[src/rtl/conv_sequencer.sv]
`default_nettype none
// ============================================================================
// conv_sequencer: load / issue / drain / output scheduler for the 1-D conv datapath
// Rev 1.0
// ============================================================================
module conv_sequencer #(
  parameter int LENX  = 8,
  parameter int LENF  = 4,
  parameter int ADDRX = 3,
  parameter int ADDRF = 2
) (
  input  logic             clk,
  input  logic             reset,
  input  logic             s_valid_x,
  output logic             s_ready_x,
  output logic             x_wr_en,
  output logic [ADDRX-1:0] x_addr,
  output logic [ADDRF-1:0] f_addr,
  output logic             acc_en,
  output logic             acc_first,
  output logic             m_valid_y,
  input  logic             m_ready_y,
  output logic             last_y,
  output logic             busy
);

  localparam logic [ADDRX-1:0] c_wcnt_last = ADDRX'(LENX - 1);
  localparam logic [ADDRX-1:0] c_j_last    = ADDRX'(LENX - LENF);
  localparam logic [ADDRF-1:0] c_k_last    = ADDRF'(LENF - 1);

  typedef enum logic [1:0] {
    LOAD   = 2'd0,
    ISSUE  = 2'd1,
    DRAIN  = 2'd2,
    OUTPUT = 2'd3
  } state_t;

  state_t           state_q, state_d;
  logic [ADDRX-1:0] wcnt_q, wcnt_d;
  logic [ADDRX-1:0] j_q, j_d;
  logic [ADDRF-1:0] k_q, k_d;
  logic [ADDRX-1:0] xa_q, xa_d;
  logic [ADDRF-1:0] fa_q, fa_d;
  logic             acc_en_q, acc_en_d;
  logic             acc_first_q, acc_first_d;
  logic [ADDRX-1:0] w_rd_addr;

  assign w_rd_addr = j_q + ADDRX'(k_q);
  assign acc_en    = acc_en_q;
  assign acc_first = acc_first_q;
  assign busy      = (state_q != LOAD);

  always_comb begin
    state_d     = state_q;
    wcnt_d      = wcnt_q;
    j_d         = j_q;
    k_d         = k_q;
    xa_d        = xa_q;
    fa_d        = fa_q;
    acc_en_d    = 1'b0;
    acc_first_d = 1'b0;
    s_ready_x   = 1'b0;
    x_wr_en     = 1'b0;
    x_addr      = xa_q;
    f_addr      = fa_q;
    m_valid_y   = 1'b0;
    last_y      = 1'b0;
    case (state_q)
      LOAD: begin
        s_ready_x = 1'b1;
        x_addr    = wcnt_q;
        x_wr_en   = s_valid_x;
        if (s_valid_x) begin
          if (wcnt_q == c_wcnt_last) begin
            wcnt_d  = '0;
            j_d     = '0;
            k_d     = '0;
            state_d = ISSUE;
          end else begin
            wcnt_d = wcnt_q + ADDRX'(1);
          end
        end
      end
      ISSUE: begin
        // Read addresses go out now; the matching accumulate strobe trails by one cycle
        x_addr      = w_rd_addr;
        f_addr      = k_q;
        xa_d        = w_rd_addr;
        fa_d        = k_q;
        acc_en_d    = 1'b1;
        acc_first_d = (k_q == '0);
        if (k_q == c_k_last) begin
          k_d     = '0;
          state_d = DRAIN;
        end else begin
          k_d = k_q + ADDRF'(1);
        end
      end
      DRAIN: begin
        state_d = OUTPUT;
      end
      OUTPUT: begin
        m_valid_y = 1'b1;
        last_y    = (j_q == c_j_last);
        if (m_ready_y) begin
          if (j_q == c_j_last) begin
            state_d = LOAD;
          end else begin
            j_d     = j_q + ADDRX'(1);
            state_d = ISSUE;
          end
        end
      end
      default: begin
        state_d = LOAD;
      end
    endcase
  end

  always_ff @(posedge clk or posedge reset) begin
    if (reset) begin
      state_q     <= LOAD;
      wcnt_q      <= '0;
      j_q         <= '0;
      k_q         <= '0;
      xa_q        <= '0;
      fa_q        <= '0;
      acc_en_q    <= 1'b0;
      acc_first_q <= 1'b0;
    end else begin
      state_q     <= state_d;
      wcnt_q      <= wcnt_d;
      j_q         <= j_d;
      k_q         <= k_d;
      xa_q        <= xa_d;
      fa_q        <= fa_d;
      acc_en_q    <= acc_en_d;
      acc_first_q <= acc_first_d;
    end
  end

endmodule
`default_nettype wire
[config.mk]
export PLATFORM = sky130hd
export DESIGN_NAME = conv_sequencer
export DESIGN_NICKNAME = d
export VERILOG_FILES = /design/src/rtl/conv_sequencer.sv
export SDC_FILE = /design/constraint.sdc
export NUM_CORES = 1
export LEC_CHECK = 0
export ABC_AREA = 1
export CAP_MARGIN = 20
export CORE_MARGIN = 3
export CORE_UTILIZATION = 47
export DETAILED_ROUTE_END_ITERATION = 10
export PLACE_DENSITY = 0.79
export SLEW_MARGIN = 40
export SYNTH_ARGS = -nofsm -noshare
export SYNTH_HDL_FRONTEND = slang
export SYNTH_SLANG_ARGS = --single-unit
[constraint.sdc]
create_clock -name clk -period 1.5 [get_ports clk]
set_clock_uncertainty 0.05 [all_clocks]
set_input_delay 0.375 -clock clk [delete_from_list [all_inputs] [get_ports clk]]
set_output_delay 0.375 -clock clk [all_outputs]
set_load 0.01 [all_outputs]
==> flow_results.xml, run 1 <==
<?xml version="1.0" encoding="UTF-8"?>
<metrics>
  <group name="status">
    <metric name="run_status" unit="">finished, violations left</metric>
    <metric name="violations" unit="">negative setup slack</metric>
  </group>
  <group name="worst_setup_path">
    <metric name="worst_setup_path_startpoint" unit="">k_q[0]</metric>
    <metric name="critical_path_class" unit="">reg -&gt; out</metric>
    <metric name="reg2regPathDepth" unit="">10</metric>
    <metric name="timing.critical_path.from_type" unit="">flip-flop</metric>
    <metric name="crit_path_max_fanout" unit="">2</metric>
    <metric name="crit-reg2reg-capture" unit="">j_q[0]</metric>
    <metric name="setup.worst_path.end" unit="">x_addr[1]</metric>
    <metric name="reg2reg_slack" unit="ns">-0.14</metric>
    <metric name="kind_of_end_point_of_the_critical_path" unit="">primary output</metric>
    <metric name="reg2reg_from" unit="">state_q[0]</metric>
    <metric name="timing.critical_path.arrival" unit="ns">1.71</metric>
    <metric name="critPathRequiredTime" unit="ns">1.07</metric>
  </group>
  <group name="sta">
    <metric name="final_period_minus_worst_setup_slack" unit="ns">2.13</metric>
    <metric name="final.period_utilization" unit="%">142</metric>
    <metric name="hold_ws" unit="ns">0.338</metric>
    <metric name="rsz0062_at_grt" unit="">yes</metric>
    <metric name="setup-tns-final" unit="ns">-4.37</metric>
    <metric name="maxSlewHeadroom" unit="%">85.4</metric>
    <metric name="drv_slew" unit="">0</metric>
    <metric name="final-setup-viol-count" unit="">16</metric>
    <metric name="fin_ws" unit="ns">-0.632</metric>
    <metric name="highest_clock_rate" unit="GHz">0.469</metric>
    <metric name="worst_slew_pin_slew" unit="ns">0.219</metric>
    <metric name="timing.final.hold_violations" unit="">0</metric>
  </group>
  <group name="global_routing">
    <metric name="grt_first_pass_wirelength" unit="µm">4960</metric>
    <metric name="track_usage" unit="%">25.0</metric>
    <metric name="number_of_antenna_violations_at_the_first_check_in_global_routing" unit="">0</metric>
    <metric name="maximum_number_of_pins_on_one_net_before_global_route_repair" unit="">18</metric>
    <metric name="gr-total-overflow" unit="">0</metric>
    <metric name="via_count_of_the_first_global_routing_pass" unit="">1089</metric>
  </group>
  <group name="synth">
    <metric name="netlist.top_cell.by_area" unit="">sky130_fd_sc_hd__dfrtp_1</metric>
    <metric name="net_count_after_synthesis" unit="">138</metric>
    <metric name="netlist-cell-type-count" unit="">23</metric>
    <metric name="synth_seq_area_share" unit="%">41.4</metric>
    <metric name="ys_seq_elements" unit="">17</metric>
    <metric name="main_flop_type_after_synthesis" unit="">sky130_fd_sc_hd__dfrtp_1</metric>
    <metric name="postSynth.asyncResetShare" unit="%">100</metric>
    <metric name="yosys.cell_count.top_type" unit="">sky130_fd_sc_hd__nand2_1</metric>
    <metric name="area_share_of_the_largest_cell_type_after_synthesis" unit="%">41.4</metric>
    <metric name="synth_cells" unit="">123</metric>
    <metric name="synth-warning-count" unit="">0</metric>
    <metric name="post_synth_instance_area" unit="µm²">1030</metric>
    <metric name="synthTopCellsByArea" unit="">sky130_fd_sc_hd__dfrtp_1 41%, sky130_fd_sc_hd__ha_1 12%, sky130_fd_sc_hd__nand2_1 12%</metric>
    <metric name="synth_edf_count" unit="">0</metric>
    <metric name="mapped_avg_cell_area" unit="µm²">8.36</metric>
    <metric name="synth_common_cells" unit="">32 x sky130_fd_sc_hd__nand2_1, 22 x sky130_fd_sc_hd__inv_1, 17 x sky130_fd_sc_hd__dfrtp_1</metric>
  </group>
  <group name="power_and_ir_drop">
    <metric name="p_leak" unit="nW">0.848</metric>
    <metric name="ir_worst_vdd" unit="µV">1580</metric>
    <metric name="pwr_density_cell" unit="nW/µm²">2260</metric>
    <metric name="design_power_total" unit="mW">3.78</metric>
  </group>
  <group name="placed_design">
    <metric name="placed_cells" unit="">186</metric>
    <metric name="gp_congestion" unit="">0.751</metric>
    <metric name="port_buffer_cells" unit="">15</metric>
    <metric name="dpl_hpwl" unit="µm">1890</metric>
  </group>
  <group name="cts">
    <metric name="worstSkewPairLatency" unit="ns">0.30</metric>
    <metric name="root_buffer" unit="">sky130_fd_sc_hd__clkbuf_4</metric>
    <metric name="cts_max_level" unit="">1</metric>
    <metric name="cts.sink_count" unit="">17</metric>
    <metric name="cts.clk_slew.worst_paths" unit="ns">0.11</metric>
    <metric name="clock_tree_from_tritoncts" unit="">yes</metric>
    <metric name="cts-buffers-inserted" unit="">3</metric>
    <metric name="clk_path_buf_depth" unit="">2</metric>
  </group>
  <group name="layout">
    <metric name="final_cell_count_no_fill" unit="">201</metric>
    <metric name="antenna-diode-count" unit="">0</metric>
    <metric name="finalNetCount" unit="">190</metric>
    <metric name="synthToLayoutAreaGrowth" unit="%">62.8</metric>
    <metric name="ratio_of_cells_with_drive_above_1_in_the_final_layout" unit="%">52.9</metric>
  </group>
  <group name="worst_hold_path">
    <metric name="hold_class" unit="">in -&gt; async</metric>
  </group>
  <group name="detailed_routing">
    <metric name="drtPass1Iterations" unit="">4</metric>
    <metric name="route.detailed.vias_per_inst" unit="">5.16</metric>
    <metric name="routed_wirelength" unit="µm">3000</metric>
    <metric name="routedWlPerCell" unit="µm">14.9</metric>
    <metric name="via_count" unit="">1037</metric>
    <metric name="post-route-drc-count" unit="">0</metric>
    <metric name="route.antenna.remaining_nets" unit="">0</metric>
    <metric name="drt_first_iter_violations" unit="">13</metric>
  </group>
  <group name="die">
    <metric name="chipWidth" unit="µm">52.8</metric>
    <metric name="die_h" unit="µm">52.8</metric>
    <metric name="floorplan.die_area" unit="µm²">2790</metric>
    <metric name="core_area" unit="µm²">2020</metric>
    <metric name="ios" unit="">16</metric>
    <metric name="row_count" unit="">16</metric>
    <metric name="initial_cell_density_of_the_core" unit="%">50.9</metric>
  </group>
  <group name="flow_run">
    <metric name="timing.max_cap.violations" unit="">0</metric>
  </group>
</metrics>
## area by class of cell
cell class | instances | area, µm²
Tap cell | 27 | 33.8
Clock inverter | 1 | 5.00
Clock buffer | 3 | 22.5
Timing Repair Buffer | 49 | 439
Inverter | 25 | 114
Multi-Input combinational cell | 79 | 634
Sequential cell | 17 | 425
Fill cell | 116 | 348
## how the worst min path moves through the flow
stage	startpoint	slack, ns	end	depth (start not counted)
after floorplan	reset	0.25	acc_en	1
after global placement	fa_q[0]	0.43	fa_q[0]	2
after detailed placement	fa_q[1]	0.45	fa_q[1]	2
after CTS	reset	0.36	xa_q[1]	3
after global routing	reset	0.37	xa_q[1]	3
final	reset	0.34	j_q[2]	3
## placed cells by master, fill, tap and decap left out, drive strengths merged
cell type	n
buf	44
nand2	34
inv	24
dfrtp	17
o21ai	12
ha	10
nor2	9
nand3	6
nand4	3
clkbuf	3
clkdlybuf4s50	3
o221ai	2
dlygate4sd2	2
clkinv	2
xnor2	1
o211ai	1
fa	1
## cell families (layout without fill, tap and decap cells)
| family | Yosys count | count (layout) | share of synthesized area (%) |
|---|---|---|---|
| compound gates | 15 | 15 | 9.00 |
| xor+xnor | 1 | 1 | 0.852 |
| fa+ha+maj | 11 | 11 | 14.1 |
| buf+inv | 27 | 78 | 10.8 |
| flops | 17 | 17 | 41.4 |
| simple gates | 52 | 52 | 23.8 |
## worst max-delay path, cell delays in order, from the launching register on
cell,delay (ns)
sky130_fd_sc_hd__dfrtp_1,0.40
sky130_fd_sc_hd__ha_2,0.19
sky130_fd_sc_hd__fa_2,0.53
sky130_fd_sc_hd__nand2_2,0.06
sky130_fd_sc_hd__o211ai_1,0.08
sky130_fd_sc_hd__buf_2,0.16
## power breakdown
group | total, mW | leakage [nW] | internal (mW) | switching (mW)
Sequential | 0.733 | 0.222 | 0.637 | 0.0952
Clock | 0.259 | 0.0177 | 0.0992 | 0.160
Combinational | 2.79 | 0.609 | 1.37 | 1.42
## metal layers
metal / global-route usage, % / share of wire (%) / up-vias
li1: - / - / 490
met1: 28.1 / 41 / 508
met2: 45.7 / 54 / 33
met3: 3.70 / 2.8 / 6
met4: 11.5 / 1.6 / 0
met5: 0 / 0 / -
## flip-flops by register name (all words and copies together), names as in the netlist
register,flops
wcnt_q,3
fa_q,2
xa_q,3
j_q,3
k_q,2
acc_first,1
state_q,2
acc_en,1
## per-stage QoR
stage	worst slack [ns]	util [%]	area, µm²
floorplan	-0.170	-	1060
CTS	-0.638	79.8	1610
finish	-0.632	82.8	1670
global placement	-0.628	69.2	1400
global route	-0.696	82.8	1670
detailed placement	-0.684	69.2	1400
## timing repair
action	CTS	global route
hold endpoints to repair	0	0
pin swaps	13	3
gates cloned	0	0
setup buffers	14	3
endpoints found under the setup margin	19	17
hold buffers	0	0
gates resized for setup	93	14
Note: power is estimated with default switching activity, not from simulation.
==> run 2, diff against run 1 <==
- ABC_AREA: 1 -> not set
- CELL_PAD_IN_SITES_DETAIL_PLACEMENT: not set -> 0
- CELL_PAD_IN_SITES_GLOBAL_PLACEMENT: not set -> 2
- CORE_MARGIN: 3 -> not set
- CORE_UTILIZATION: 47 -> 30
==> run 2 against run 1 <==
Against the previous run: the flow still finishes with violations (negative setup slack); sequential share of layout area fell by 0.058 points; non-clock buffer count rose by 1; final area is 0.52% higher; sequential power up 7.0%; fmax grew 1.6%; highest routed layer unchanged; utilization down 28 points; combinational power shrank 6%; flip-flop and latch count did not move; synthesized area is 5.4% lower; setup slack improved by 0.034 ns; critical path type unchanged.
==> flow_results.xml, run 2 <==
<?xml version="1.0" encoding="UTF-8"?>
<metrics>
  <group name="worst_setup_path">
    <metric name="critPathRequiredTime" unit="ns">1.07</metric>
    <metric name="timing.critical_path.arrival" unit="ns">1.67</metric>
    <metric name="kind_of_end_point_of_the_critical_path" unit="">primary output</metric>
    <metric name="worst_setup_path_startpoint" unit="">j_q[0]</metric>
    <metric name="max_stage_delay" unit="ns">0.43</metric>
    <metric name="reg2regPathDepth" unit="">7</metric>
    <metric name="setup.worst_path.end" unit="">x_addr[1]</metric>
    <metric name="critical_path_class" unit="">reg -&gt; out</metric>
    <metric name="timing.critical_path.from_type" unit="">flip-flop</metric>
    <metric name="reg2reg_slack" unit="ns">-0.36</metric>
    <metric name="crit_path_max_fanout" unit="">2</metric>
    <metric name="crit-reg2reg-capture" unit="">state_q[0]</metric>
    <metric name="reg2reg_from" unit="">state_q[0]</metric>
    <metric name="path_cells" unit="">ha_2 -&gt; fa_2 -&gt; a22oi_2 -&gt; nand2_1 -&gt; buf_2</metric>
    <metric name="cpMaxStageDelayCell" unit="">sky130_fd_sc_hd__fa_2</metric>
  </group>
  <group name="synth">
    <metric name="synthAdderAreaFrac" unit="%">14.9</metric>
    <metric name="synth_edf_count" unit="">0</metric>
    <metric name="synthMuxAreaShare" unit="%">10.2</metric>
    <metric name="synth_common_cells" unit="">17 x sky130_fd_sc_hd__dfrtp_1, 11 x sky130_fd_sc_hd__inv_1, 11 x sky130_fd_sc_hd__nand2_1</metric>
    <metric name="post_synth_instance_area" unit="µm²">973</metric>
    <metric name="synth_seq_area_share" unit="%">43.7</metric>
    <metric name="mapped_avg_cell_area" unit="µm²">10.8</metric>
    <metric name="synth-warning-count" unit="">0</metric>
    <metric name="synth_cells" unit="">90</metric>
    <metric name="netlist-cell-type-count" unit="">27</metric>
    <metric name="synth_top_family_by_area" unit="">adder cells</metric>
    <metric name="synth_simple_gate_area_share" unit="%">14.0</metric>
    <metric name="synthTopCellsByArea" unit="">sky130_fd_sc_hd__dfrtp_1 44%, sky130_fd_sc_hd__ha_1 13%, sky130_fd_sc_hd__mux2_2 8.1%</metric>
    <metric name="ys_seq_elements" unit="">17</metric>
    <metric name="net_count_after_synthesis" unit="">105</metric>
    <metric name="synth_compound_gate_area_share" unit="%">10.5</metric>
    <metric name="postSynth.asyncResetShare" unit="%">100</metric>
    <metric name="post_synth_xor_area_fraction" unit="%">0.900</metric>
    <metric name="netlist.top_cell.by_area" unit="">sky130_fd_sc_hd__dfrtp_1</metric>
    <metric name="area_share_of_the_largest_cell_type_after_synthesis" unit="%">43.7</metric>
    <metric name="yosys.cell_count.top_type" unit="">sky130_fd_sc_hd__dfrtp_1</metric>
    <metric name="main_flop_type_after_synthesis" unit="">sky130_fd_sc_hd__dfrtp_1</metric>
  </group>
  <group name="sta">
    <metric name="worst_slew_pin_slew" unit="ns">0.294</metric>
    <metric name="highest_clock_rate" unit="GHz">0.477</metric>
    <metric name="timing.final.hold_violations" unit="">0</metric>
    <metric name="fin_ws" unit="ns">-0.598</metric>
    <metric name="setup-tns-final" unit="ns">-5.39</metric>
    <metric name="rsz0062_at_grt" unit="">yes</metric>
    <metric name="hold_ws" unit="ns">0.338</metric>
    <metric name="final-setup-viol-count" unit="">19</metric>
    <metric name="final_period_minus_worst_setup_slack" unit="ns">2.10</metric>
    <metric name="final.period_utilization" unit="%">140</metric>
    <metric name="drv_slew" unit="">0</metric>
    <metric name="maxSlewHeadroom" unit="%">80.3</metric>
  </group>
  <group name="cts">
    <metric name="cts.clk_slew.worst_paths" unit="ns">0.10</metric>
    <metric name="cts_max_level" unit="">1</metric>
    <metric name="cts_hold_buf" unit="">0</metric>
    <metric name="clk_path_buf_depth" unit="">2</metric>
    <metric name="worstSkewPairLatency" unit="ns">0.29</metric>
    <metric name="cts-buffers-inserted" unit="">3</metric>
    <metric name="cts.sink_count" unit="">17</metric>
    <metric name="clock_tree_from_tritoncts" unit="">yes</metric>
    <metric name="root_buffer" unit="">sky130_fd_sc_hd__clkbuf_4</metric>
  </group>
  <group name="power_and_ir_drop">
    <metric name="ir_worst_vdd" unit="µV">746</metric>
    <metric name="p_leak" unit="nW">0.808</metric>
    <metric name="design_power_total" unit="mW">3.66</metric>
    <metric name="pwr_density_cell" unit="nW/µm²">2180</metric>
  </group>
  <group name="global_routing">
    <metric name="number_of_antenna_violations_at_the_first_check_in_global_routing" unit="">0</metric>
    <metric name="gr-total-overflow" unit="">0</metric>
    <metric name="track_usage" unit="%">16.2</metric>
    <metric name="via_count_of_the_first_global_routing_pass" unit="">887</metric>
    <metric name="grt_first_pass_wirelength" unit="µm">4100</metric>
    <metric name="maximum_number_of_pins_on_one_net_before_global_route_repair" unit="">18</metric>
  </group>
  <group name="detailed_routing">
    <metric name="routedWlPerCell" unit="µm">13.1</metric>
    <metric name="routed_wirelength" unit="µm">2440</metric>
    <metric name="route.antenna.remaining_nets" unit="">0</metric>
    <metric name="via_count" unit="">854</metric>
    <metric name="drt_first_iter_violations" unit="">10</metric>
    <metric name="drtPass1Iterations" unit="">2</metric>
    <metric name="route.detailed.vias_per_inst" unit="">4.59</metric>
    <metric name="post-route-drc-count" unit="">0</metric>
  </group>
  <group name="die">
    <metric name="floorplan.die_area" unit="µm²">3480</metric>
    <metric name="initial_cell_density_of_the_core" unit="%">31.6</metric>
    <metric name="chipWidth" unit="µm">59.0</metric>
    <metric name="ios" unit="">16</metric>
    <metric name="core_area" unit="µm²">3080</metric>
    <metric name="die_h" unit="µm">59.0</metric>
    <metric name="row_count" unit="">20</metric>
  </group>
  <group name="layout">
    <metric name="final_cell_count_no_fill" unit="">186</metric>
    <metric name="final_area" unit="µm²">1680</metric>
    <metric name="finalNetCount" unit="">158</metric>
    <metric name="final_common_cell" unit="">sky130_fd_sc_hd__buf_6</metric>
    <metric name="layout.cells.most_common_list" unit="">22 x sky130_fd_sc_hd__buf_6, 20 x sky130_fd_sc_hd__buf_4, 16 x sky130_fd_sc_hd__dfrtp_1</metric>
    <metric name="num-fill-cells" unit="">281</metric>
    <metric name="biggestRegsByFlops" unit="">j_q x3, wcnt_q x3, xa_q x3</metric>
    <metric name="ratio_of_cells_with_drive_above_1_in_the_final_layout" unit="%">59.2</metric>
    <metric name="antenna-diode-count" unit="">0</metric>
    <metric name="synthToLayoutAreaGrowth" unit="%">72.9</metric>
  </group>
  <group name="worst_hold_path">
    <metric name="hold_class" unit="">in -&gt; async</metric>
  </group>
  <group name="placed_design">
    <metric name="gp_congestion" unit="">0.770</metric>
    <metric name="placed_cells" unit="">167</metric>
    <metric name="port_buffer_cells" unit="">15</metric>
    <metric name="placedInstanceArea" unit="µm²">1410</metric>
    <metric name="dpl_hpwl" unit="µm">1570</metric>
  </group>
  <group name="status">
    <metric name="run_status" unit="">finished, violations left</metric>
    <metric name="violations" unit="">negative setup slack</metric>
  </group>
  <group name="flow_run">
    <metric name="timing.max_cap.violations" unit="">0</metric>
  </group>
</metrics>
run 2: changes by cell type in the layout (fill, tap and decap cells not counted), sizes merged, moves of 3 or more:
cell   delta
a22oi     +3
inv      -13
mux2      +7
nand2    -23
nand3     -6
nand4     -3
nor2      -6
nor3      +3
o21ai     -8
run 2: kinds of logic (layout without fill, tap and decap cells):
family	Yosys count	in the layout
flip-flops	17	17
multiplexers	9	9
buffers and inverters	13	65
AND/OR/NAND/NOR	26	26
AO/OA/AOI/OAI	13	13
adder cells (fa/ha/maj)	11	11
XOR/XNOR	1	1
run 2: per-stage QoR:
| step | setup slack (ns) | util (%) |
|---|---|---|
| final | -0.598 | 54.7 |
| after global routing | -0.684 | 54.7 |
| after CTS | -0.620 | 52.9 |
| after floorplan | -0.198 | - |
| after global placement | -0.647 | 45.7 |
| after detailed placement | -0.673 | 45.7 |
run 2: how the worst min path moves through the flow:
stage | startpoint | endpoint | slack, ns | cells past startpoint
after detailed placement | fa_q[1] | fa_q[1] | 0.44 | 1
after global routing | reset | xa_q[0] | 0.36 | 3
after CTS | reset | xa_q[2] | 0.35 | 3
final | reset | k_q[1] | 0.34 | 3
after floorplan | reset | acc_en | 0.25 | 1
after global placement | fa_q[0] | fa_q[0] | 0.43 | 1
run 2: final cells by class:
cell class | instances | area, µm² | share of cell area, %
Multi-Input combinational cell | 60 | 653 | 38.8
Clock buffer | 4 | 26.3 | 1.56
Sequential cell | 17 | 427 | 25.4
Timing Repair Buffer | 50 | 475 | 28.3
Inverter | 11 | 46.3 | 2.75
Tap cell | 44 | 55.1 | 3.27
run 2: what timing repair did:
item | CTS | global route
resized for setup | 79 | 10
pin swaps | 11 | 10
buffers inserted | 13 | 5
endpoints found under the setup margin | 19 | 18
run 2: report_power, final:
| part | leakage (nW) | internal (mW) | switching, mW | total, mW |
|---|---|---|---|---|
| sequential | 0.219 | 0.656 | 0.128 | 0.784 |
| clock | 0.0150 | 0.103 | 0.147 | 0.250 |
| combinational | 0.574 | 1.48 | 1.15 | 2.63 |
run 2: metal layers:
layer	wire length, µm	vias up	track usage [%]
met1	1070	417	18.4
li1	-	413	-
met2	1220	16	29.1
met3	79	8	2.86
met5	0	-	0
met4	69	0	7.82
run 2: critical path, delay by kind of cell, from the launching register on:
family,cells,cell delay [ns]
adders and majority gates,2,0.63
DFF,1,0.40
AOI/OAI and AO/OA,1,0.16
buffers and inverters,1,0.13
and+or+nand+nor,1,0.06
==> run 3, diff against run 2 <==
- GPL_TIMING_DRIVEN: not set -> 0
- REMOVE_ABC_BUFFERS: not set -> 1
==> run 3 against run 2 <==
Against the previous run: the run still ends with negative setup slack left; utilization shrank 0.69 points; sequential share of layout area grew 0.40 points; critical path type unchanged; clock-buffer cell count is the same; hold slack gained 0.080 ns; first-iteration DRC count grew 20%; total power grew 3.2%; critical path depth is the same; largest cell class unchanged; clock power is essentially flat; largest power group unchanged; sequential power grew 3.1%; highest routed layer unchanged.
==> flow_results.xml, run 3 (same netlist as run 2, synthesis figures left out) <==
<?xml version="1.0" encoding="UTF-8"?>
<metrics>
  <group name="detailed_routing">
    <metric name="wl_met2" unit="µm">1260</metric>
    <metric name="routed_wirelength" unit="µm">2400</metric>
    <metric name="topRoutingLayerUsed" unit="">met4</metric>
    <metric name="post-route-drc-count" unit="">0</metric>
    <metric name="route.detailed.vias_per_inst" unit="">4.51</metric>
    <metric name="drtPass1Iterations" unit="">4</metric>
    <metric name="wl_met3" unit="µm">88</metric>
    <metric name="route.antenna.remaining_nets" unit="">0</metric>
    <metric name="via_count" unit="">826</metric>
    <metric name="met1_length" unit="µm">1030</metric>
    <metric name="routedWlPerCell" unit="µm">13.1</metric>
    <metric name="drt_first_iter_violations" unit="">12</metric>
  </group>
  <group name="cts">
    <metric name="clock_tree_from_tritoncts" unit="">yes</metric>
    <metric name="root_buffer" unit="">sky130_fd_sc_hd__clkbuf_4</metric>
    <metric name="worstSkewPairLatency" unit="ns">0.29</metric>
    <metric name="cts.clk_slew.worst_paths" unit="ns">0.10</metric>
    <metric name="cts-buffers-inserted" unit="">3</metric>
    <metric name="cts_max_level" unit="">1</metric>
    <metric name="cts.sink_count" unit="">17</metric>
    <metric name="clk_path_buf_depth" unit="">2</metric>
  </group>
  <group name="sta">
    <metric name="drv_slew" unit="">0</metric>
    <metric name="final.period_utilization" unit="%">141</metric>
    <metric name="worst_slew_pin_slew" unit="ns">0.660</metric>
    <metric name="maxSlewHeadroom" unit="%">55.9</metric>
    <metric name="final-setup-viol-count" unit="">20</metric>
    <metric name="highest_clock_rate" unit="GHz">0.473</metric>
    <metric name="rsz0062_at_grt" unit="">yes</metric>
    <metric name="final_period_minus_worst_setup_slack" unit="ns">2.11</metric>
    <metric name="timing.final.hold_violations" unit="">0</metric>
    <metric name="fin_ws" unit="ns">-0.614</metric>
  </group>
  <group name="flow_run">
    <metric name="timing.max_cap.violations" unit="">0</metric>
  </group>
  <group name="status">
    <metric name="violations" unit="">negative setup slack</metric>
    <metric name="run_status" unit="">finished, violations left</metric>
  </group>
  <group name="die">
    <metric name="floorplan.die_area" unit="µm²">3480</metric>
    <metric name="row_count" unit="">20</metric>
    <metric name="initial_cell_density_of_the_core" unit="%">31.6</metric>
    <metric name="ios" unit="">16</metric>
    <metric name="die_h" unit="µm">59.0</metric>
    <metric name="chipWidth" unit="µm">59.0</metric>
    <metric name="core_area" unit="µm²">3080</metric>
  </group>
  <group name="power_and_ir_drop">
    <metric name="pwr_density_cell" unit="nW/µm²">2270</metric>
    <metric name="p_leak" unit="nW">0.811</metric>
    <metric name="design_power_total" unit="mW">3.78</metric>
    <metric name="ir_worst_vdd" unit="µV">1030</metric>
  </group>
  <group name="layout">
    <metric name="final_area" unit="µm²">1660</metric>
    <metric name="antenna-diode-count" unit="">0</metric>
    <metric name="biggestRegsByFlops" unit="">j_q x3, wcnt_q x3, xa_q x3</metric>
    <metric name="synthToLayoutAreaGrowth" unit="%">70.7</metric>
    <metric name="ratio_of_cells_with_drive_above_1_in_the_final_layout" unit="%">58.3</metric>
    <metric name="layout.cells.most_common_list" unit="">21 x sky130_fd_sc_hd__buf_6, 17 x sky130_fd_sc_hd__buf_4, 15 x sky130_fd_sc_hd__dfrtp_1</metric>
    <metric name="final_common_cell" unit="">sky130_fd_sc_hd__buf_6</metric>
    <metric name="num-fill-cells" unit="">271</metric>
    <metric name="finalNetCount" unit="">155</metric>
  </group>
  <group name="worst_setup_path">
    <metric name="critical_path_class" unit="">reg -&gt; out</metric>
    <metric name="critPathRequiredTime" unit="ns">1.07</metric>
    <metric name="worst_setup_path_startpoint" unit="">j_q[0]</metric>
    <metric name="reg2reg_from" unit="">state_q[0]</metric>
    <metric name="path_cells" unit="">ha_2 -&gt; fa_2 -&gt; a22oi_2 -&gt; nand2_1 -&gt; buf_2</metric>
    <metric name="timing.critical_path.arrival" unit="ns">1.69</metric>
    <metric name="timing.critical_path.from_type" unit="">flip-flop</metric>
    <metric name="max_stage_delay" unit="ns">0.42</metric>
    <metric name="cpMaxStageDelayCell" unit="">sky130_fd_sc_hd__fa_2</metric>
    <metric name="reg2reg_slack" unit="ns">-0.44</metric>
    <metric name="cp_num_buf_inv" unit="">1</metric>
    <metric name="crit_path_max_fanout" unit="">2</metric>
    <metric name="kind_of_end_point_of_the_critical_path" unit="">primary output</metric>
    <metric name="crit_family" unit="">adder cells</metric>
  </group>
  <group name="global_routing">
    <metric name="gr-total-overflow" unit="">0</metric>
    <metric name="number_of_antenna_violations_at_the_first_check_in_global_routing" unit="">0</metric>
    <metric name="via_count_of_the_first_global_routing_pass" unit="">889</metric>
    <metric name="maximum_number_of_pins_on_one_net_before_global_route_repair" unit="">18</metric>
    <metric name="grt_first_pass_wirelength" unit="µm">4080</metric>
    <metric name="track_usage" unit="%">15.6</metric>
  </group>
  <group name="worst_hold_path">
    <metric name="hold_class" unit="">in -&gt; async</metric>
  </group>
  <group name="placed_design">
    <metric name="placedInstanceArea" unit="µm²">1160</metric>
    <metric name="gp_congestion" unit="">0.722</metric>
    <metric name="dpl_hpwl" unit="µm">1280</metric>
    <metric name="port_buffer_cells" unit="">15</metric>
  </group>
</metrics>
-- run 3: changes by cell type in the layout (fill, tap and decap cells not counted), sizes merged --
| cell | change |
|---|---|
| buf | -3 |
-- run 3: area by class of cell --
| class | instances | area (µm²) | area share, % |
|---|---|---|---|
| multi-input combinational | 60 | 674 | 40.6 |
| timing repair buffer | 47 | 432 | 26.0 |
| sequential | 17 | 428 | 25.8 |
| tap | 44 | 55.1 | 3.31 |
| inverter | 11 | 46.3 | 2.79 |
| clock buffer | 4 | 26.3 | 1.58 |
-- run 3: timing repair --
action,in CTS,in global routing
resized for setup,94,17
pin swaps,18,9
hold buffers,0,0
buffers inserted,25,13
setup endpoints to repair,27,22
-- run 3: worst paths after layout --
path	cells past startpoint	to
worst min register to register	1	fa_q[0]
max in group asynchronous	2	state_q[0]
worst max register to register	9	state_q[0]
min in group clk	1	fa_q[0]
worst max-delay path	5	x_addr[1]
worst min-delay path	2	wcnt_q[2]
-- run 3: per-layer routing --
metal	up-vias	track usage (%)
li1	405	-
met1	406	19.4
met2	13	27.8
met3	2	4.18
met4	0	2.04
met5	-	0
-- run 3: power breakdown --
part	internal, mW	leakage [nW]	switching, mW
Clock	0.103	0.0150	0.145
Sequential	0.658	0.217	0.150
Combinational	1.57	0.579	1.15
Total	2.33	0.811	1.45
-- run 3: metrics by stage --
step / cells / TNS [ns] / worst slack (ns) / hold slack (ns) / util, %
2_1_floorplan: 88 / -1.51 / -0.248 / 0.251 / -
3_3_place_gp: 147 / -7.96 / -0.808 / 0.435 / 37.8
3_5_place_dp: 147 / -8.34 / -0.843 / 0.439 / 37.8
4_1_cts: 175 / -6.15 / -0.665 / 0.448 / 50.0
5_1_grt: 183 / -8.00 / -0.702 / 0.493 / 54.0
6_report: 183 / -6.53 / -0.614 / 0.418 / 54.0
-- run 3: worst register-to-register path, cell delays in order (launching register included) --
cell                       delay, ns
sky130_fd_sc_hd__dfrtp_2        0.39
sky130_fd_sc_hd__buf_6          0.12
sky130_fd_sc_hd__inv_4          0.03
sky130_fd_sc_hd__ha_4           0.16
sky130_fd_sc_hd__buf_6          0.12
sky130_fd_sc_hd__buf_6          0.11
sky130_fd_sc_hd__buf_6          0.10
sky130_fd_sc_hd__a21boi_4       0.15
sky130_fd_sc_hd__or4_4          0.53
sky130_fd_sc_hd__o21ai_2        0.12
